[src/rtl/psec6_readout_pkg.sv]
// Constants and types shared by the per-channel timestamp serializers and the
// readout multiplexer that selects between their POCI bits.
package psec6_readout_pkg;

  localparam int CH_REG_START_ADDR = 12;
  localparam int NUM_REGS_PER_CH   = 7;
  localparam int NUM_CH            = 8;

  typedef enum logic [1:0] {
    EMPTY  = 2'd0,
    ARMED  = 2'd1,
    LOCKED = 2'd2
  } snap_state_t;

  // First SPI register address owned by channel idx.
  function automatic int ch_base(input int idx);
    return CH_REG_START_ADDR + idx * NUM_REGS_PER_CH;
  endfunction

endpackage

[src/rtl/byte_shifter.sv]
// MSB-first byte shifter: loads a byte on a matching read, then shifts it out
// over the following seven read edges; o_wrap marks the edge that shows bit 0.
module byte_shifter (
  input  logic       i_clk,
  input  logic       i_rstn,
  input  logic       i_cs,
  input  logic       i_rd_en,
  input  logic       i_match,
  input  logic [7:0] i_byte,
  output logic       o_load,
  output logic       o_wrap,
  output logic       o_sdo
);

  logic [7:0] r_sh;
  logic [2:0] r_bcnt;

  assign o_load = i_cs & i_rd_en & i_match & (r_bcnt == 3'd0);
  assign o_wrap = i_cs & i_rd_en & (r_bcnt == 3'd7);
  assign o_sdo  = r_sh[7];

  always_ff @(posedge i_clk or negedge i_rstn) begin
    if (!i_rstn) begin
      r_sh   <= 8'h00;
      r_bcnt <= 3'd0;
    end else if (!i_cs) begin
      r_sh   <= 8'h00;
      r_bcnt <= 3'd0;
    end else if (i_rd_en) begin
      // Once a byte is in flight the address is not looked at again.
      if (r_bcnt != 3'd0) begin
        r_sh   <= r_sh << 1;
        r_bcnt <= r_bcnt + 3'd1;
      end else if (i_match) begin
        r_sh   <= i_byte;
        r_bcnt <= 3'd1;
      end
    end
  end

endmodule

[src/rtl/ch_timestamp_serializer.sv]
// Per-channel timestamp snapshot held as SPI-readable byte registers and
// serialized MSB-first onto this channel's POCI line.
module ch_timestamp_serializer #(
  parameter int CH_INDEX          = 0,
  parameter int CH_REG_START_ADDR = psec6_readout_pkg::CH_REG_START_ADDR,
  parameter int NUM_REGS_PER_CH   = psec6_readout_pkg::NUM_REGS_PER_CH,
  localparam int TS_WIDTH         = 8 * NUM_REGS_PER_CH
) (
  input  logic                spi_clk,
  input  logic                rstn,
  inout  wire                 DVDD,
  inout  wire                 DVSS,
  input  logic                cs,
  input  logic [6:0]          addr,
  input  logic                rd_en,
  input  logic [TS_WIDTH-1:0] ts_data,
  input  logic                ts_valid,
  output logic                poci_out,
  output logic                data_ready,
  output logic                ovf
);

  import psec6_readout_pkg::*;

  localparam int BASE = CH_REG_START_ADDR + CH_INDEX * NUM_REGS_PER_CH;
  localparam int LAST = BASE + NUM_REGS_PER_CH - 1;

  snap_state_t         r_state;
  snap_state_t         w_state_next;
  logic [TS_WIDTH-1:0] r_snap;
  logic                r_ovf;
  logic                w_ovf_next;
  logic                w_capture;
  logic [2:0]          r_offset;
  logic [2:0]          w_k;
  logic                w_match;
  logic                w_load;
  logic                w_wrap;
  logic                w_release;
  logic [7:0]          w_load_byte;
  logic [7:0]          w_bytes [8];
  logic                w_unused_power;

  assign w_unused_power = &{1'b0, DVDD, DVSS};

  assign w_match = (int'(addr) >= BASE) && (int'(addr) <= LAST);
  assign w_k     = 3'(addr - 7'(BASE));

  for (genvar gi = 0; gi < 8; gi++) begin : g_bytes
    if (gi < NUM_REGS_PER_CH) begin : g_live
      assign w_bytes[gi] = r_snap[8*gi +: 8];
    end else begin : g_pad
      assign w_bytes[gi] = 8'h00;
    end
  end

  // An EMPTY channel answers reads with zeros rather than stale data.
  assign w_load_byte = (r_state == EMPTY) ? 8'h00 : w_bytes[w_k];

  byte_shifter u_shifter (
    .i_clk   (spi_clk),
    .i_rstn  (rstn),
    .i_cs    (cs),
    .i_rd_en (rd_en),
    .i_match (w_match),
    .i_byte  (w_load_byte),
    .o_load  (w_load),
    .o_wrap  (w_wrap),
    .o_sdo   (poci_out)
  );

  assign w_release = (r_state == LOCKED) && w_wrap &&
                     (r_offset == 3'(NUM_REGS_PER_CH - 1));

  always_comb begin
    w_state_next = r_state;
    w_ovf_next   = r_ovf;
    w_capture    = 1'b0;
    case (r_state)
      EMPTY: begin
        if (ts_valid) begin
          w_capture    = 1'b1;
          w_state_next = ARMED;
        end
      end
      ARMED: begin
        if (w_load) begin
          w_state_next = LOCKED;
          if (ts_valid) w_ovf_next = 1'b1;
        end else if (ts_valid) begin
          w_capture  = 1'b1;
          w_ovf_next = 1'b1;
        end
      end
      LOCKED: begin
        if (!cs) begin
          w_state_next = ARMED;
          if (ts_valid) w_ovf_next = 1'b1;
        end else if (w_release) begin
          // A capture on the release edge is a fresh snapshot, not an overflow.
          w_ovf_next = 1'b0;
          if (ts_valid) begin
            w_capture    = 1'b1;
            w_state_next = ARMED;
          end else begin
            w_state_next = EMPTY;
          end
        end else if (ts_valid) begin
          w_ovf_next = 1'b1;
        end
      end
      default: w_state_next = EMPTY;
    endcase
  end

  always_ff @(posedge spi_clk or negedge rstn) begin
    if (!rstn) begin
      r_state  <= EMPTY;
      r_snap   <= '0;
      r_ovf    <= 1'b0;
      r_offset <= 3'd0;
    end else begin
      r_state <= w_state_next;
      r_ovf   <= w_ovf_next;
      if (w_capture) r_snap <= ts_data;
      if (w_load) r_offset <= w_k;
    end
  end

  assign data_ready = (r_state != EMPTY);
  assign ovf        = r_ovf;

endmodule

[config.mk]
export PLATFORM = sky130hd
export DESIGN_NAME = ch_timestamp_serializer
export DESIGN_NICKNAME = d
export VERILOG_FILES = /design/src/rtl/psec6_readout_pkg.sv /design/src/rtl/byte_shifter.sv /design/src/rtl/ch_timestamp_serializer.sv
export SDC_FILE = /design/constraint.sdc
export NUM_CORES = 1
export LEC_CHECK = 0
export ABC_AREA = 1
export CAP_MARGIN = 40
export CORE_UTILIZATION = 45
export DETAILED_ROUTE_END_ITERATION = 16
export HOLD_SLACK_MARGIN = 0.1
export PLACE_DENSITY = 0.67
export SYNTH_ARGS = -nofsm -noshare
export SYNTH_HDL_FRONTEND = slang
export SYNTH_SLANG_ARGS = --single-unit
[constraint.sdc]
create_clock -name spi_clk -period 1.9 [get_ports spi_clk]
set_input_delay 0.57 -clock spi_clk [delete_from_list [all_inputs] [get_ports spi_clk]]
set_output_delay 0.57 -clock spi_clk [all_outputs]
set_load 0.01 [all_outputs]
==> results.py <==
metrics = {
    "worst_setup_path": {
        "critical-path-max-stage-delay_ns": 0.54,
        "crit_slowest_cell": "clkdlybuf4s50_1",
        "worstReg2RegStart": "u_shifter.r_bcnt[0]$_DFFE_PN0P_",
        "path_cells": "clkdlybuf4s50_1",
        "r2r-end": "r_snap[54]$_DFFE_PN0P_",
        "crit_arrival_ns": 1.25,
        "critPathCaptureType": "output pin",
        "reg2reg_slack_ns": 0.09,
        "path_buf_inv": 1,
        "reg2reg_depth": 10,
        "cp_top_family": "buffers and inverters",
        "cp.required_ns": 1.33,
        "critical_path_class": "reg2out",
        "crit_path_start_kind": "flip-flop",
        "crit_fanout": 2,
    },
    "clocking": {
        "path_clk_slew_ns": 0.08,
        "htreeDepth": 3,
        "cts_buffers": 9,
        "root_buffer": "clkbuf_8",
        "cts_tree": "built",
        "clock_path_buffers": 2,
        "cts.sinks": 73,
        "clk_latency_ns": 0.35,
        "holdBufCountCts": 0,
    },
    "sta": {
        "hold_slack_ns": 0.230,
        "post-route-min-period_ns": 1.82,
        "worstMarginPinSlew_ns": 0.443,
        "skew_ns": 0.00784,
        "untimed_endpoints": 2,
        "setup_viol": 0,
        "setup_tns_ns": 0,
        "max-slew-margin-rel_pct": 70.4,
        "period_share_pct": 96.0,
        "drv_slew": 0,
        "fmax_mhz": 548,
        "hold_viol_final": 0,
    },
    "power_and_ir_drop": {
        "pwr_density_cell_mw_per_mm2": 1290,
        "ir_drop_mv": 0.772,
        "p_leak_nw": 2.89,
        "p_total_mw": 6.99,
    },
    "floorplanning": {
        "dieArea_mm2": 0.00960,
        "pin_count": 73,
        "fp-row-count": 34,
        "die-width_um": 98.0,
        "initial_core_util_pct": 47.1,
        "die_h_um": 98.0,
        "core_area_mm2": 0.00881,
    },
    "synthesis": {
        "seq_area_frac_synth_pct": 44.1,
        "synth_edf_count": 0,
        "async_reset_ff_share_pct": 100,
        "syn_inst": 558,
        "synth_area_mm2": 0.00414,
        "synthesis.nets": 636,
        "synth_seq_cells": 73,
        "synthTopCellsByArea": "dfrtp_1 44%, nand2_1 20%, nand3_1 10%",
        "yosys.area.top_type": "dfrtp_1",
        "yosys.cell_count.top_type": "nand2_1",
        "synth_top_area_share_pct": 44.1,
        "synthDistinctLibCells": 24,
        "syn_avg_cell_area_um2": 7.43,
        "dominantRegCellSynth": "dfrtp_1",
        "synth_commonest_cells": "218 x nand2_1, 83 x nand3_1, 73 x dfrtp_1",
        "ys_warn_count": 0,
    },
    "placed_design": {
        "hpwl_um": 6990,
        "dp_cells": 739,
        "gp_congestion": 0.875,
        "portBuffers": 70,
    },
    "drt": {
        "wl_um": 9640,
        "wl_met3_um": 523,
        "viasPerCell": 4.82,
        "detail-route-antenna-nets": 0,
        "drc": 5,
        "wl_per_cell_um": 12.7,
        "top_layer": "met4",
        "first_pass_iters": 10,
        "drt_iter0_drc": 182,
        "dr_wl_met2_um": 4330,
        "wl_met1_um": 4700,
        "vias": 3666,
    },
    "cells_and_area": {
        "diodes": 0,
        "num-nets-final": 726,
        "areaGrowthSynthToFinish_pct": 31.3,
        "drive_gt1_share_pct": 16.8,
        "fin_cells": 761,
    },
    "grt": {
        "grt_pass1_vias": 3644,
        "grt_use_total_pct": 21.7,
        "grt_max_degree": 74,
        "antenna_found_initial": 0,
        "grt_overflow_total": 0,
        "grt_first_pass_wirelength_um": 16600,
    },
    "run": {
        "maxCapViolations": 0,
    },
    "status": {
        "status": "complete, but fails checks",
        "violations": "design-rule violations",
    },
    "worst_hold_path": {
        "worstHoldPathType": "in2async",
    },
}
## flip-flops by register name (all words and copies together), names as in the netlist
register,flops
u_shifter.r_bcnt,3
ovf,1
r_offset,3
u_shifter.r_sh,8
r_snap,56
r_state,2
## worst register-to-register path, stage by stage, from the launching register on
cell and delay [ns]:
dfrtp_1 0.41, ha_1 0.21, ha_1 0.20, nand2_1 0.09, nor2_1 0.07, a21oi_2 0.25, nand2_8 0.11, nand2_8 0.12
clkbuf_16 0.19, nand2_2 0.05, nand2_1 0.05
## cell families after synthesis
logic type               synth area share (%)
adder cells (fa/ha/maj)                  2.42
buffers and inverters                    11.4
AND/OR/NAND/NOR                          39.3
AO/OA/AOI/OAI                            2.75
flip-flops                               44.1
## metal layers
metal  vias up  GRT usage [%]
met3        10           4.44
met4         0           5.59
met1      1675           30.0
met2        87           34.8
met5         -              0
li1       1894              -
## worst max path at each step
stage	from	cells after the start	to	slack, ns
after floorplan	addr[1]	11	r_snap[0]$_DFFE_PN0P_	0.13
after global placement	addr[2]	12	r_snap[19]$_DFFE_PN0P_	-0.33
after detailed placement	addr[1]	11	r_snap[38]$_DFFE_PN0P_	-0.38
after CTS	r_state[0]$_DFFE_PN0P_	4	data_ready	0.003
after global routing	u_shifter.r_bcnt[0]$_DFFE_PN0P_	10	r_snap[2]$_DFFE_PN0P_	-0.02
final	u_shifter.r_sh[7]$_DFFE_PN0P_	1	poci_out	0.08
## cells in the final DEF, fill, tap and decap left out, drive strengths merged
master         synthesis  final
nand2                259    259
bufinv                 0      2
nor2                  11     11
nand3                 84     84
ha                     8      8
dlymetal6s2s           0      2
nand4                  8      8
clkbuf                 8     14
o21ai                 11     11
dfrtp                 73     73
a21oi                  4      4
a31o                   1      1
clkdlybuf4s15          0      1
inv                   66     66
clkdlybuf4s50          0     66
buf                   21     37
clkinv                 1      1
o21bai                 2      2
a21boi                 1      1
clkinvlp               0      2
## power by group
group | internal (mW) | total, mW | switching, mW
sequential | 2.19 | 2.61 | 0.421
combinational | 1.34 | 3.01 | 1.68
clock | 0.779 | 1.37 | 0.594
total | 4.30 | 6.99 | 2.69
## area by class of cell
type	instances	area (um2)
Timing Repair Buffer	108	1110
Tap cell	108	135
Multi-Input combinational cell	389	1890
Clock inverter	4	76.3
Fill cell	786	3370
Sequential cell	73	1830
Inverter	67	255
Clock buffer	12	145
## what timing repair did
item	in CTS	in global routing
endpoints found under the setup margin	1	65
buffers inserted	2	2
gates resized for setup	4	11
cloned	0	2
## stage by stage
step	utilization, %	area [um2]	setup WS, ns
floorplan	-	4140	0.134
global placement	57.8	5090	-0.333
detailed placement	57.8	5090	-0.376
CTS	60.5	5330	0.00307
global route	61.8	5440	-0.0171
finish	61.8	5440	0.0753
Power figures use the tool's default switching activity.
